===== src/rtl/udp_test_pkt_gen.sv =====
// udp_test_pkt_gen: UDP test-traffic sequencer for the app/ARP side of udp_ip_mac_top.
// Resolves the destination MAC through ARP with bounded retries, then emits bursts of
// payload packets once per period. Length, pattern and fill byte are taken per packet.
module udp_test_pkt_gen #(
    parameter int unsigned PAYLOAD_MAX = 1472,
    parameter int unsigned PERIOD_DEF  = 125_000_000,
    parameter int unsigned ARP_RETRY   = 3,
    parameter logic [7:0]  LFSR_SEED   = 8'hA5
) (
    input  logic        rgmii_clk,
    input  logic        rstn,
    input  logic        enable,
    input  logic [1:0]  mode,
    input  logic [7:0]  fill_byte,
    input  logic [15:0] len_cfg,
    input  logic [31:0] period_cfg,
    input  logic [7:0]  burst_cfg,
    output logic        app_data_request,
    output logic [15:0] app_data_length,
    output logic        app_data_in_valid,
    output logic [7:0]  app_data_in,
    input  logic        udp_send_ack,
    output logic        arp_req,
    input  logic        arp_found,
    input  logic        mac_not_exist,
    input  logic        mac_send_end,
    output logic [31:0] pkt_count,
    output logic        arp_fail,
    output logic        busy
);

    localparam logic [15:0] LP_LEN_MAX    = 16'(PAYLOAD_MAX);
    localparam logic [31:0] LP_PERIOD_DEF = 32'(PERIOD_DEF);
    localparam logic [7:0]  LP_RETRY      = 8'(ARP_RETRY);

    typedef enum logic [3:0] {
        StIdle,
        StArpReq,
        StArpSend,
        StArpWait,
        StGenReq,
        StWrite,
        StSendWait,
        StGap,
        StCheckArp,
        StFail
    } state_e;

    state_e      r_state;
    state_e      w_state_d;
    logic [31:0] r_timer;
    logic [31:0] r_period;
    logic [7:0]  r_retry;
    logic [7:0]  r_burst_idx;
    logic [15:0] r_len;
    logic [1:0]  r_mode;
    logic [7:0]  r_fill;
    logic [15:0] r_idx;
    logic [7:0]  r_lfsr;
    logic [31:0] r_pkt_count;

    logic        w_expire;
    logic        w_timer_clr;
    logic        w_enter_gen;
    logic        w_burst_more;
    logic [7:0]  w_burst_max;
    logic [15:0] w_len_clamped;
    logic [31:0] w_period_sel;
    logic [7:0]  w_lfsr_next;
    logic [7:0]  w_byte;

    // Derived config values and timer/LFSR helpers
    always_comb begin
        w_period_sel  = (period_cfg == 32'd0) ? LP_PERIOD_DEF : period_cfg;
        w_burst_max   = (burst_cfg == 8'd0) ? 8'd1 : burst_cfg;
        w_burst_more  = ({1'b0, r_burst_idx} + 9'd1) < {1'b0, w_burst_max};
        w_expire      = (r_timer == (r_period - 32'd1));
        // Fibonacci form of x^8+x^6+x^5+x^4+1, shifting towards the MSB
        w_lfsr_next   = {r_lfsr[6:0], r_lfsr[7] ^ r_lfsr[5] ^ r_lfsr[4] ^ r_lfsr[3]};
        if (len_cfg == 16'd0) begin
            w_len_clamped = 16'd1;
        end else if (len_cfg > LP_LEN_MAX) begin
            w_len_clamped = LP_LEN_MAX;
        end else begin
            w_len_clamped = len_cfg;
        end
    end

    // Next-state decode
    always_comb begin
        w_state_d = r_state;
        unique case (r_state)
            StIdle:     if (enable) w_state_d = StArpReq;
            StArpReq:   w_state_d = StArpSend;
            StArpSend:  if (mac_send_end) w_state_d = StArpWait;
            StArpWait: begin
                if (arp_found) begin
                    w_state_d = StGenReq;
                end else if (!enable) begin
                    w_state_d = StIdle;
                end else if (w_expire) begin
                    w_state_d = (r_retry >= LP_RETRY) ? StFail : StArpReq;
                end
            end
            StGenReq:   if (udp_send_ack) w_state_d = StWrite;
            StWrite:    if (r_idx == (r_len - 16'd1)) w_state_d = StSendWait;
            StSendWait: begin
                if (mac_send_end) begin
                    w_state_d = w_burst_more ? StGenReq : StGap;
                end else if (w_expire) begin
                    w_state_d = StCheckArp;
                end
            end
            StGap:      if (w_expire) w_state_d = StCheckArp;
            StCheckArp: begin
                if (!enable) begin
                    w_state_d = StIdle;
                end else if (mac_not_exist) begin
                    w_state_d = StArpReq;
                end else begin
                    w_state_d = StGenReq;
                end
            end
            StFail:     if (!enable) w_state_d = StIdle;
            default:    w_state_d = StIdle;
        endcase
    end

    // Entry strobes for the timed states and for packet setup
    always_comb begin
        w_timer_clr = (w_state_d != r_state) &&
                      ((w_state_d == StArpWait) || (w_state_d == StSendWait) ||
                       (w_state_d == StGap));
        w_enter_gen = (w_state_d == StGenReq) && (r_state != StGenReq);
    end

    // State, timer, counters and per-packet latches
    always_ff @(posedge rgmii_clk) begin
        if (!rstn) begin
            r_state     <= StIdle;
            r_timer     <= 32'd0;
            r_period    <= 32'd0;
            r_retry     <= 8'd0;
            r_burst_idx <= 8'd0;
            r_len       <= 16'd0;
            r_mode      <= 2'd0;
            r_fill      <= 8'd0;
            r_idx       <= 16'd0;
            r_lfsr      <= 8'd0;
            r_pkt_count <= 32'd0;
        end else begin
            r_state <= w_state_d;

            if (w_timer_clr) begin
                r_timer  <= 32'd0;
                r_period <= w_period_sel;
            end else begin
                r_timer <= r_timer + 32'd1;
            end

            if (r_state == StArpReq) begin
                r_retry <= r_retry + 8'd1;
            end else if ((r_state == StIdle) ||
                         ((r_state == StArpWait) && arp_found) ||
                         ((r_state == StCheckArp) && (w_state_d == StArpReq)) ||
                         ((r_state == StFail) && !enable)) begin
                r_retry <= 8'd0;
            end

            if ((r_state == StSendWait) && mac_send_end) begin
                r_burst_idx <= r_burst_idx + 8'd1;
                r_pkt_count <= r_pkt_count + 32'd1;
            end else if (((r_state == StArpWait) && arp_found) ||
                         ((r_state == StCheckArp) && (w_state_d == StGenReq))) begin
                r_burst_idx <= 8'd0;
            end

            if (w_enter_gen) begin
                r_len  <= w_len_clamped;
                r_mode <= mode;
                r_fill <= fill_byte;
                r_idx  <= 16'd0;
                r_lfsr <= LFSR_SEED;
            end else if (r_state == StWrite) begin
                r_idx  <= r_idx + 16'd1;
                r_lfsr <= w_lfsr_next;
            end
        end
    end

    // Payload byte for the current index
    always_comb begin
        w_byte = 8'd0;
        unique case (r_mode)
            2'd0: w_byte = r_idx[7:0];
            2'd1: begin
                if (r_idx < 16'd4) begin
                    unique case (r_idx[1:0])
                        2'd0:    w_byte = r_pkt_count[31:24];
                        2'd1:    w_byte = r_pkt_count[23:16];
                        2'd2:    w_byte = r_pkt_count[15:8];
                        default: w_byte = r_pkt_count[7:0];
                    endcase
                end else begin
                    w_byte = r_idx[7:0];
                end
            end
            2'd2:    w_byte = r_fill;
            default: w_byte = r_lfsr;
        endcase
    end

    // State-decoded outputs
    always_comb begin
        app_data_request  = (r_state == StGenReq);
        app_data_in_valid = (r_state == StWrite);
        app_data_in       = (r_state == StWrite) ? w_byte : 8'd0;
        app_data_length   = r_len;
        arp_req           = (r_state == StArpReq);
        arp_fail          = (r_state == StFail);
        busy              = (r_state != StIdle) && (r_state != StFail);
        pkt_count         = r_pkt_count;
    end

endmodule


===== config.mk =====
export PLATFORM = sky130hd
export DESIGN_NAME = udp_test_pkt_gen
export DESIGN_NICKNAME = d
export VERILOG_FILES = /design/src/rtl/udp_test_pkt_gen.sv
export SDC_FILE = /design/constraint.sdc
export NUM_CORES = 1
export LEC_CHECK = 0
export ABC_AREA = 1
export BUFFER_PORTS_ARGS = -buffer_cell sky130_fd_sc_hd__clkbuf_2
export CORE_MARGIN = 4
export CORE_UTILIZATION = 45
export CTS_BUF_LIST = sky130_fd_sc_hd__clkbuf_2 sky130_fd_sc_hd__clkbuf_4 sky130_fd_sc_hd__clkbuf_8
export CTS_CLUSTER_DIAMETER = 200
export DETAILED_ROUTE_END_ITERATION = 8
export HOLD_SLACK_MARGIN = 0.05
export PLACE_DENSITY = 0.64
export SLEW_MARGIN = 20
export SYNTH_ARGS = -nofsm -noshare
export SYNTH_HDL_FRONTEND = slang
export SYNTH_SLANG_ARGS = --single-unit

===== constraint.sdc =====
create_clock -name rgmii_clk -period 3.2 [get_ports rgmii_clk]
set_clock_uncertainty 0.2 [all_clocks]
set_input_delay 0.64 -clock rgmii_clk [delete_from_list [all_inputs] [get_ports rgmii_clk]]
set_output_delay 0.64 -clock rgmii_clk [all_outputs]
set_load 0.1 [all_outputs]

=== Word-level counts from Yosys, hierarchy flattened ===
Index checks and enable logic that the tools add are counted.

* Bits of input ports: 73
* Register bits after elaboration: 166
* Logic and storage cells: 107
* Output and inout bits: 61

* Equal/unequal tests: 23
* Reduce and logical (&&, ||, !) cells: 27
* $lt $le $gt $ge: 4
* Add/sub/neg operators: 8
* Muxes and demuxes: 29
* Bitwise logic cells: 4

{| class="wikitable"
|+ Operator list
! operator !! count
|-
| 8-bit 2-to-1 mux || 9
|-
| 32-bit by 1-bit adder with 32-bit output, second input constant || 2
|-
| 8-bit one-hot mux with 3 select lines || 2
|-
| 4-bit 2-to-1 mux || 11
|-
| 4-bit one-hot mux with 10 select lines || 1
|-
| 32-bit == test || 1
|-
| 32-bit logical NOT || 1
|-
| 16-bit 2-to-1 mux || 2
|-
| 32-bit 2-to-1 mux || 1
|-
| 32-bit by 1-bit subtractor with 32-bit output, second input constant || 1
|-
| 4-bit by 3-bit == test with 1-bit output, second input constant || 7
|-
| 16-bit by 1-bit adder with 16-bit output, second input constant || 1
|-
| 8-bit by 1-bit adder with 8-bit output, second input constant || 2
|-
| 16-bit == test || 1
|-
| 16-bit by 11-bit greater-than comparator with 1-bit output, second input constant || 1
|-
| 16-bit logical NOT || 1
|-
| 16-bit by 3-bit less-than comparator with 1-bit output, second input constant || 1
|-
| 16-bit by 1-bit subtractor with 16-bit output, second input constant || 1
|-
| 4-bit by 2-bit == test with 1-bit output, second input constant || 3
|-
| 8-bit by 1-bit adder with 9-bit output, second input constant || 1
|-
| 9-bit by 8-bit less-than comparator with 1-bit output || 1
|-
| 4-bit by 1-bit == test with 1-bit output, second input constant || 2
|-
| 4-bit == test, second input constant || 2
|-
| 8-bit by 2-bit >= comparator with 1-bit output, second input constant || 1
|-
| other kinds (18) || 39
|}

=== Logic depth before layout (Yosys ltp) ===
Gate-level depths: netlist of the first run.

* Word-level depth: 12
* Mapped depth: 28
* Depth with buffers taken out: 27

=== Least setup slack after synthesis of the first run ===
OpenSTA, ideal clock, no wires.

* Kind: flip-flop to output port
* Start point: register r_pkt_count[12] (netlist: pkt_count[12])
* End point: output port app_data_in[4]
* Stages on the path, launching flop included: 7
* Path slack: -1.725 ns
* Buffers on the path: 0
* Required time: 2.360 ns
* Arrival time: 4.085 ns
* Path through: dfxtp_1 -> inv_1 -> o21ai_0 -> a221oi_1 -> o31ai_1 -> nand2_1 -> a221oi_1

* Cells in the longest elaborated chain, start to end: 4

{| class="wikitable"
|+ RTL lines
! item !! line !! text
|-
| from (decl) || 60 || <nowiki>logic [31:0] r_pkt_count;</nowiki>
|-
| from (signal assigned) || 172 || <nowiki>r_pkt_count <= r_pkt_count + 32'd1;</nowiki>
|-
| 8-bit one-hot mux with 3 select lines || 198 || <nowiki>unique case (r_idx[1:0])</nowiki>
|-
| 8-bit 2-to-1 mux || 197 || <nowiki>if (r_idx < 16'd4) begin</nowiki>
|-
| 8-bit one-hot mux with 3 select lines || 194 || <nowiki>unique case (r_mode)</nowiki>
|-
| 8-bit 2-to-1 mux || 217 || <nowiki>app_data_in = (r_state == StWrite) ? w_byte : 8'd0;</nowiki>
|-
| to (decl) || 21 || <nowiki>output logic [7:0] app_data_in,</nowiki>
|}

Every way passes these cells.

=== Final worst setup path of the first run ===
* Start point: register r_idx[1]
* End point: output port app_data_in[4]

* Cells in the longest elaborated chain, start to end: 5
* Elaborated cells between the ends (all ways): 8
* Those cells by class: order compare (1); eq/ne (2); mux (4); reduce/logical (1)

{| class="wikitable"
|+ RTL lines
! item !! line !! text
|-
| from (decl) || 58 || <nowiki>logic [15:0] r_idx;</nowiki>
|-
| from (signal assigned) || 185 || <nowiki>r_idx <= r_idx + 16'd1;</nowiki>
|-
| branches (longest 2 deep; another with 16-bit by 3-bit less-than comparator with 1-bit output) || n/a ||
|-
| 8-bit 2-to-1 mux (*) || 197 ||
|-
| 8-bit one-hot mux with 3 select lines (*) || 194 ||
|-
| 8-bit 2-to-1 mux (*) || 217 ||
|}

Every way passes the cells marked *.

==> out/results.ini, run 1 <==
[run_status]
status = finished with violations
violations = setup timing

[sta]
max_slew_margin_pct = 60.8
worstMarginPinSlew_ns = 0.583
period_share_pct = 105
rsz0062_at_grt = true
tns_ns = -4.54
hold_viol = 0
min_period_ns = 3.36
fmax_mhz = 298
setup_violations = 85
layout_setup_ws_ns = -0.159
slew_viol_final = 0

[grt]
track_usage_pct = 24.7
grt_pass1_vias = 10500
grt_overflow_total = 0
grt_first_pass_wirelength_um = 52000
grt_max_degree = 43
antenna_found_initial = 0

[detailed_routing]
drt_iter0_markers = 775
routedWlPerCell_um = 15.9
wl_um = 33800
vias = 11200
route.antenna.remaining_nets = 0
drc = 0
first_pass_iters = 5
vias_per_cell = 5.26

[yosys]
synth_cells = 1594
ys_ff_latch = 166
synth_cell_types = 53
netlist_area_mm2 = 0.0103
ys_async_sr_fraction_pct = 0
yosys_warnings = 0
synth_edf_count = 0
synth_flop_cell = dfxtp_1
synth_nets = 1684
ys_seq_area_share_pct = 32.3
syn_area_per_cell_um2 = 6.46

[final_layout]
multi_input_area_mm2 = 0.00678
drive_gt1_share_pct = 28.1
area_growth_syn_to_layout_pct = 34.0
insertedDiodeCount = 0
layout_common_cells = 332 x nand2_1, 253 x nor2_1, 166 x inv_1
finalNonFillerCells = 2134
post-route-util_pct = 61.1
nNetsFinal = 1926
seqCellArea_mm2 = 0.00338
fillers = 2114
final_common_cell = nand2_1

[floorplanning]
die_area_mm2 = 0.0254
core_area_mm2 = 0.0226
start_util_pct = 45.6
die_h_um = 159
fp.dieW_um = 159
pin_count = 134
row_count = 55

[power_and_ir_drop]
netSwitchingFraction_pct = 38.8
ir_drop_v = 0.000241
p_seq_share_pct = 36.8
comb_power_share_pct = 36.7
switchingPower_mw = 2.38
power_density_mw_per_mm2 = 444
p_int_mw = 3.75
p_leak_nw = 5.95
p_clk_share_pct = 26.5
power_mw = 6.13

[placed_design]
portBuffers = 133
dp_cells = 2050
globalplace.congestion = 0.979
dp_slack_ns = -0.168
hpwlAfterDp_um = 24100

[cts]
cts_tree = done
clk_latency_ns = 0.49
numClockSinks = 166
htree_levels = 4
path_clk_slew_ns = 0.11
postCtsHoldBufs = 0
clock-root-buffer = clkbuf_8
cts_buffer_depth = 2
cts_inserted_buffers = 17

[worst_setup_path]
cp.required_ns = 2.36
worstSetupPathType = reg2out
crit_path_start_kind = flip-flop
end_kind = output port
worstPathMaxFanout = 6
worstPathArrival_ns = 2.52

[hold_path]
hold_class = in2reg

[run]
max_cap_viol_count = 0

## path summary, 6_finish.rpt
path                                     from                         endpoint  slack [ns]  cells past startpoint
setup / recovery        r_idx[1]$_SDFFE_PP0P_                   app_data_in[4]       -0.16                      9
hold / removal                     len_cfg[5]  app_data_length[5]$_SDFFE_PN0P_        0.20                      3
setup reg to reg  r_burst_idx[0]$_SDFFE_PN0P_  app_data_length[9]$_SDFFE_PN0P_       -0.10                     21
hold reg to reg       r_retry[4]$_SDFFE_PN0P_          r_retry[4]$_SDFFE_PN0P_        0.27                      2
## cell usage after synthesis, types with 3 or more instances
master / instances / area share (%)
nor4_1: 19 / 1.2
nor2_2: 10 / 0.61
or2_2: 6 / 0.36
nand4_1: 27 / 1.6
dfxtp_1: 166 / 32
nand2_2: 15 / 0.91
inv_2: 4 / 0.15
a221oi_1: 6 / 0.51
o21ai_1: 20 / 0.97
clkbuf_1: 26 / 0.95
a21oi_1: 99 / 4.8
nor2_4: 5 / 0.55
o221ai_1: 6 / 0.51
nor3b_1: 5 / 0.36
nor3_1: 45 / 2.2
nand3_1: 77 / 3.7
nand2_1: 343 / 13
ha_1: 17 / 2.1
a31oi_1: 4 / 0.24
o211ai_1: 5 / 0.36
o21ai_0: 63 / 3.1
buf_4: 7 / 0.51
buf_2: 5 / 0.24
inv_1: 183 / 6.7
xnor2_1: 17 / 1.4
and2_1: 3 / 0.18
nor2_1: 286 / 10
a21oi_2: 4 / 0.34
o22ai_1: 4 / 0.24
o21a_1: 6 / 0.44
nand3b_1: 18 / 1.3
nor3_2: 3 / 0.29
xor2_1: 63 / 5.4
## metal layers
metal	global-route usage [%]	share of wire, %	up-vias
met4	6.79	2.3	0
met5	0	0	-
met3	5.15	6.0	68
met2	42.4	48	325
met1	31.7	44	5163
li1	-	-	5662
## power groups by stage
stage / sequential (mW) / combinational [mW] / clock (mW)
final: 2.25 / 2.25 / 1.63
after global routing: 2.26 / 2.48 / 1.73
after CTS: 2.24 / 2.04 / 1.64
after detailed placement: 2.29 / 1.87 / 0
after global placement: 2.29 / 1.87 / 0
after floorplan: 2.28 / 1.35 / 0
## flip-flops by register name, indices dropped and copies added (netlist names)
name	cells
r_timer	32
r_state	4
r_burst_idx	8
r_fill	8
pkt_count	32
r_lfsr	8
r_idx	16
r_mode	2
r_period	32
r_retry	8
app_data_length	16
## layout make-up
type	count	area share, %
flip-flops and latches	166	24.5
clock buffers	18	1.75
repair inverters	1	0.0544
multi-input cells	1198	49.2
inverters	188	5.30
well taps	285	2.58
clock inverters	14	1.22
repair buffers	264	15.5
## stage by stage
step                      instance area, um2  hold slack, ns
final                                  13800           0.196
after global routing                   13800           0.180
after CTS                              13100           0.187
after detailed placement               12100           0.254
after global placement                 12100           0.247
after floorplan                        10400           0.229
## critical path, stage by stage (launching register included)
cell and delay, ns:
dfxtp_4 0.40, buf_6 0.10, ha_4 0.16, clkinvlp_4 0.18, o21ai_2 0.11, a221oi_2 0.04, o31ai_1 0.31, nand2_1 0.17
a221oi_4 0.34, buf_12 0.22
## cells by family (layout without fill, tap and decap cells)
group / after synthesis / after routing / share of synthesized area (%)
AO/OA/AOI/OAI: 228 / 228 / 12.4
XOR/XNOR: 80 / 80 / 6.81
adder cells (fa/ha/maj): 17 / 17 / 2.07
buffers and inverters: 230 / 485 / 8.85
flip-flops: 166 / 166 / 32.3
AND/OR/NAND/NOR: 873 / 873 / 37.6
## repair_timing
item	in CTS	in global routing
gates cloned	5	8
endpoints found under the setup margin	122	129
setup buffers	22	18
pin swaps	15	52
resized for setup	100	132
Power figures use the tool's default switching activity.
==> inputs of run 2 (changes only) <==
--- a/config.mk
+++ b/config.mk
@@ -14,6 +14,7 @@
 export DETAILED_ROUTE_END_ITERATION = 8
 export HOLD_SLACK_MARGIN = 0.05
 export PLACE_DENSITY = 0.64
+export RECOVER_POWER = 100
 export SLEW_MARGIN = 20
 export SYNTH_ARGS = -nofsm -noshare
 export SYNTH_HDL_FRONTEND = slang
==> out/results.ini, run 2 (synthesized netlist as in run 1, its figures left out) <==
[grt]
grt_overflow_total = 0  ; unchanged
antenna_found_initial = 0  ; unchanged
grt_first_pass_wirelength_um = 52000  ; unchanged
grt_max_degree = 43  ; unchanged
grt_pass1_vias = 10500  ; unchanged
track_usage_pct = 24.7  ; unchanged

[worst_setup_path]
ff2ff_path_depth = 21  ; unchanged
cp.required_ns = 2.36  ; about the same
rrSetupSlack_ns = -0.10  ; about the same
crit_path_start_kind = flip-flop  ; unchanged
worstSetupPathType = reg2out  ; unchanged
regToRegStartpoint = r_burst_idx[0]$_SDFFE_PN0P_  ; unchanged
cpPeakStageDelay_ns = 0.40  ; about the same
end_kind = output port  ; unchanged
critPathCapture = app_data_in[4]  ; unchanged
path_delay_family = compound AO/OA/AOI/OAI gates  ; unchanged
slowest_stage = dfxtp_4  ; unchanged
crit_cells = 9  ; unchanged
worst-path-buf-inv = 3  ; unchanged
worstPathArrival_ns = 2.53  ; was 2.52 ns
worstPathMaxFanout = 6  ; unchanged
startpoint = r_idx[1]$_SDFFE_PP0P_  ; unchanged
path_cells = buf_6 -> ha_4 -> clkinvlp_4 -> o21ai_2 -> a221oi_2 -> o31ai_1 -> nand2_1 -> a221oi_4 -> buf_12  ; unchanged
r2r_end = app_data_length[9]$_SDFFE_PN0P_  ; unchanged

[final_layout]
nNetsFinal = 1926  ; unchanged
area_growth_syn_to_layout_pct = 33.1  ; was 34.0%
post-route-util_pct = 60.7  ; was 61.1%
layout_common_cells = 332 x nand2_1, 257 x nor2_1, 167 x inv_1  ; was 332 x nand2_1, 253 x nor2_1, 166 x inv_1
fillers = 2144  ; was 2114
final_common_cell = nand2_1  ; unchanged
insertedDiodeCount = 0  ; unchanged
drive_gt1_share_pct = 25.1  ; was 28.1%
final_area_mm2 = 0.0137  ; was 0.0138 mm2
multi_input_area_mm2 = 0.00676  ; was 0.00678 mm2
finalNonFillerCells = 2134  ; unchanged
seqCellArea_mm2 = 0.00338  ; unchanged

[cts]
path_clk_slew_ns = 0.10  ; was 0.11 ns
htree_levels = 4  ; unchanged
clk_latency_ns = 0.49  ; about the same
clock-root-buffer = clkbuf_8  ; unchanged
cts_inserted_buffers = 17  ; unchanged
cts_tree = done  ; unchanged
numClockSinks = 166  ; unchanged
cts_buffer_depth = 2  ; unchanged

[detailed_routing]
drc = 0  ; unchanged
drt_iter0_markers = 781  ; was 775
routedWlPerCell_um = 15.9  ; about the same
vias_per_cell = 5.26  ; about the same
vias = 11200  ; about the same
wl_um = 33900  ; was 33800 um
first_pass_iters = 5  ; unchanged
route.antenna.remaining_nets = 0  ; unchanged

[sta]
whs_ns = 0.191  ; was 0.196 ns
setup_violations = 84  ; was 85
layout_setup_ws_ns = -0.171  ; was -0.159 ns
rsz0062_at_grt = true  ; unchanged
fmax_mhz = 297  ; was 298 MHz
period_share_pct = 105  ; about the same
max_slew_margin_pct = 17.6  ; was 60.8%
tns_ns = -4.39  ; was -4.54 ns
hold_viol = 0  ; unchanged
worstMarginPinSlew_ns = 1.24  ; was 0.583 ns
slew_viol_final = 0  ; unchanged
min_period_ns = 3.37  ; was 3.36 ns

[run]
max_cap_viol_count = 0  ; unchanged

[power_and_ir_drop]
p_leak_nw = 5.78  ; was 5.95 nW
power_density_mw_per_mm2 = 447  ; was 444 mW/mm2
ir_drop_v = 0.000238  ; was 0.000241 V

[run_status]
violations = setup timing  ; unchanged
status = finished with violations  ; unchanged

[placed_design]
dp_cells = 2050  ; unchanged
hpwlAfterDp_um = 24100  ; unchanged
placed_area_mm2 = 0.0121  ; unchanged
globalplace.congestion = 0.979  ; unchanged
portBuffers = 133  ; unchanged

[floorplanning]
core_area_mm2 = 0.0226  ; unchanged
start_util_pct = 45.6  ; unchanged
pin_count = 134  ; unchanged
fp.dieW_um = 159  ; unchanged
die_area_mm2 = 0.0254  ; unchanged
row_count = 55  ; unchanged
die_h_um = 159  ; unchanged

[hold_path]
hold_class = in2reg  ; unchanged

## run 2: layer usage
layer  part of all wire, %  vias up  GRT usage [%]
li1                      -     5650              -
met1                    44     5183           31.7
met2                    48      329           42.4
met3                   5.9       64           5.15
met4                   2.2        0           6.79
met5                     0        -              0
## run 2: worst min-delay path, cell delays in order
cell	delay, ns
clkbuf_2	0.10
nand3_2	0.07
o21ai_1	0.04
## run 2: cell type report
class,count,share of cell area (%)
Timing Repair Buffer,264,15.1
Timing Repair inverter,1,0.0548
Multi-Input combinational cell,1198,49.3
Clock buffer,18,1.76
Inverter,188,5.33
Sequential cell,166,24.6
Tap cell,285,2.60
Clock inverter,14,1.23
## run 2: repair_timing
| action | CTS | global route |
|---|---|---|
| setup endpoints to repair | 122 | 129 |
| pin swaps | 15 | 52 |
| cloned | 5 | 8 |
| hold buffers | 0 | 0 |
| setup buffers | 22 | 18 |
| gates resized for setup | 100 | 132 |
| endpoints found under the hold margin | 0 | 0 |
## run 2: stage by stage
| stage | setup WS (ns) | total power, mW |
|---|---|---|
| floorplan | -0.0997 | 3.63 |
| global placement | -0.162 | 4.16 |
| detailed placement | -0.168 | 4.17 |
| CTS | -0.0620 | 5.93 |
| global route | -0.283 | 6.47 |
| finish | -0.171 | 6.12 |
## run 2: worst min-delay path by stage
stage	startpoint	to	slack, ns	cells after the start
floorplan	r_fill[0]$_SDFFE_PN0P_	r_fill[0]$_SDFFE_PN0P_	0.23	2
global placement	r_fill[7]$_SDFFE_PN0P_	r_fill[7]$_SDFFE_PN0P_	0.25	2
detailed placement	r_retry[4]$_SDFFE_PN0P_	r_retry[4]$_SDFFE_PN0P_	0.25	2
CTS	fill_byte[4]	r_fill[4]$_SDFFE_PN0P_	0.19	3
global route	len_cfg[2]	app_data_length[2]$_SDFFE_PN0P_	0.18	3
finish	len_cfg[2]	app_data_length[2]$_SDFFE_PN0P_	0.19	3
## run 2: power breakdown
group	switching (mW)	total, mW	internal [mW]
Combinational	1.36	2.24	0.882
Clock	0.905	1.63	0.723
Sequential	0.110	2.25	2.14
Total	2.38	6.12	3.75
==> inputs of run 3 (changes only) <==
--- a/config.mk
+++ b/config.mk
@@ -9,7 +9,6 @@
 export BUFFER_PORTS_ARGS = -buffer_cell sky130_fd_sc_hd__clkbuf_2
 export CORE_MARGIN = 4
 export CORE_UTILIZATION = 45
-export CTS_BUF_LIST = sky130_fd_sc_hd__clkbuf_2 sky130_fd_sc_hd__clkbuf_4 sky130_fd_sc_hd__clkbuf_8
 export CTS_CLUSTER_DIAMETER = 200
 export DETAILED_ROUTE_END_ITERATION = 8
 export HOLD_SLACK_MARGIN = 0.05
==> out/results.ini, run 3 (synthesized netlist as in run 1, its figures left out) <==
[run_status]
status = finished with violations  ; unchanged
violations = setup timing  ; unchanged

[final_layout]
seqCellArea_mm2 = 0.00337  ; was 0.00338 mm2
nNetsFinal = 1922  ; was 1926
drive_gt1_share_pct = 26.5  ; was 25.1%
area_growth_syn_to_layout_pct = 34.1  ; was 33.1%
final_common_cell = nand2_1  ; unchanged
fillers = 2102  ; was 2144
multi_input_area_mm2 = 0.00665  ; was 0.00676 mm2
finalNonFillerCells = 2130  ; was 2134
post-route-util_pct = 61.1  ; was 60.7%
final_area_mm2 = 0.0138  ; was 0.0137 mm2
insertedDiodeCount = 0  ; unchanged
layout_common_cells = 331 x nand2_1, 263 x nor2_1, 165 x inv_1  ; was 332 x nand2_1, 257 x nor2_1, 167 x inv_1

[grt]
grt-busiest-layer = met2  ; unchanged
grt_first_pass_wirelength_um = 51700  ; was 52000 um
grt_max_degree = 43  ; unchanged
track_usage_pct = 24.5  ; was 24.7%
grt_overflow_total = 0  ; unchanged
use_met1_pct = 31.6  ; was 31.7%
gr-usage-met3_pct = 4.79  ; was 5.15%
antenna_found_initial = 0  ; unchanged
use_met2_pct = 41.7  ; was 42.4%
grt_pass1_vias = 10400  ; was 10500

[cts]
htree_levels = 4  ; unchanged
path_clk_slew_ns = 0.07  ; was 0.10 ns
numClockSinks = 166  ; unchanged
clock-root-buffer = clkbuf_16  ; was clkbuf_8
clk_latency_ns = 0.44  ; was 0.49 ns
postCtsHoldBufs = 0  ; unchanged
cts_buffer_depth = 2  ; unchanged
cts_inserted_buffers = 17  ; unchanged
cts_tree = done  ; unchanged

[worst_setup_path]
cp.required_ns = 3.32  ; was 2.36 ns
worstPathArrival_ns = 3.44  ; was 2.53 ns
crit_path_start_kind = flip-flop  ; unchanged
rrSetupSlack_ns = -0.12  ; was -0.10 ns
worstPathMaxFanout = 11  ; was 6
end_kind = flip-flop  ; was output port
worstSetupPathType = reg2reg  ; was reg2out

[floorplanning]
start_util_pct = 45.6  ; unchanged
core_area_mm2 = 0.0226  ; unchanged
die_area_mm2 = 0.0254  ; unchanged
pin_count = 134  ; unchanged
die_h_um = 159  ; unchanged
row_count = 55  ; unchanged
fp.dieW_um = 159  ; unchanged

[sta]
rsz0062_at_grt = true  ; unchanged
min_period_ns = 3.32  ; was 3.37 ns
worstMarginPinSlew_ns = 0.605  ; was 1.24 ns
layout_setup_ws_ns = -0.118  ; was -0.171 ns
hold_viol = 0  ; unchanged
period_share_pct = 104  ; was 105%
slew_viol_final = 0  ; unchanged
whs_ns = 0.250  ; was 0.191 ns
fmax_mhz = 301  ; was 297 MHz
max_slew_margin_pct = 59.3  ; was 17.6%
setup_violations = 90  ; was 84
tns_ns = -5.29  ; was -4.39 ns

[detailed_routing]
drc = 0  ; unchanged
drt_iter0_markers = 742  ; was 781
wl_um = 33100  ; was 33900 um
first_pass_iters = 5  ; unchanged
route.antenna.remaining_nets = 0  ; unchanged
vias = 11200  ; about the same
routedWlPerCell_um = 15.5  ; was 15.9 um
vias_per_cell = 5.25  ; was 5.26

[power_and_ir_drop]
power_density_mw_per_mm2 = 477  ; was 447 mW/mm2
ir_drop_v = 0.000327  ; was 0.000238 V
power_mw = 6.58  ; was 6.12 mW
p_leak_nw = 5.97  ; was 5.78 nW

[placed_design]
hpwlAfterDp_um = 24100  ; unchanged
dp_cells = 2050  ; unchanged
globalplace.congestion = 0.979  ; unchanged
portBuffers = 133  ; unchanged
dp_slack_ns = -0.168  ; unchanged
placed_area_mm2 = 0.0121  ; unchanged

[hold_path]
hold_class = in2reg  ; unchanged

[run]
max_cap_viol_count = 0  ; unchanged

run 3: cell count changes in the layout (fill, tap and decap cells not counted), sizes merged:
cell	previous run	this run
buf	131	129
clkbuf	151	148
clkinvlp	5	4
bufbuf	0	1
inv	189	190
run 3: per-layer routing:
layer	vias to the layer above	part of all wire, %
li1	5650	-
met1	5125	44
met2	351	48
met3	62	6.0
met4	0	2.1
met5	-	0
run 3: repair_timing:
item	CTS	global route
pin swaps	29	38
setup endpoints to repair	121	129
gates resized for setup	89	113
endpoints found under the hold margin	0	0
buffers inserted	15	24
cloned	5	5
run 3: path summary, 6_finish.rpt:
kind                                     from                         endpoint  depth (start not counted)
hold reg to reg       r_retry[4]$_SDFFE_PN0P_          r_retry[4]$_SDFFE_PN0P_                          2
setup / recovery  r_burst_idx[1]$_SDFFE_PN0P_            r_idx[6]$_SDFFE_PP0P_                         22
setup reg to reg  r_burst_idx[1]$_SDFFE_PN0P_            r_idx[6]$_SDFFE_PP0P_                         22
hold / removal                     len_cfg[2]  app_data_length[2]$_SDFFE_PN0P_                          3
run 3: cell type report:
type / instances / area share [%]
clock buffers: 18 / 3.11
clock inverters: 14 / 1.22
inverters: 188 / 5.29
multi-input cells: 1198 / 48.2
flip-flops and latches: 166 / 24.5
well taps: 285 / 2.58
repair buffers: 260 / 15.1
repair inverters: 1 / 0.0544
run 3: power by group:
part / leakage, nW / internal (mW) / switching, mW
clock network: 0.286 / 1.17 / 0.960
registers: 1.36 / 2.15 / 0.108
logic: 4.33 / 0.876 / 1.32
total: 5.97 / 4.19 / 2.39
run 3: worst max-delay path, stage by stage (launching register included):
cell and delay [ns]:
dfxtp_2 0.36, ha_4 0.15, nand2_2 0.08, nor2_4 0.12, xnor2_1 0.12, inv_1 0.11, ha_4 0.23, nand2_2 0.07
nor2_1 0.05, a211oi_2 0.19, nor2_1 0.08, nor2_1 0.13, nand2_1 0.11, nand2_2 0.12, nand3_2 0.11, nor2_4 0.11
nand2_2 0.08, nor2_4 0.13, buf_6 0.12, nand3b_4 0.14, nand2_4 0.15, clkbuf_16 0.19, nor3_1 0.05
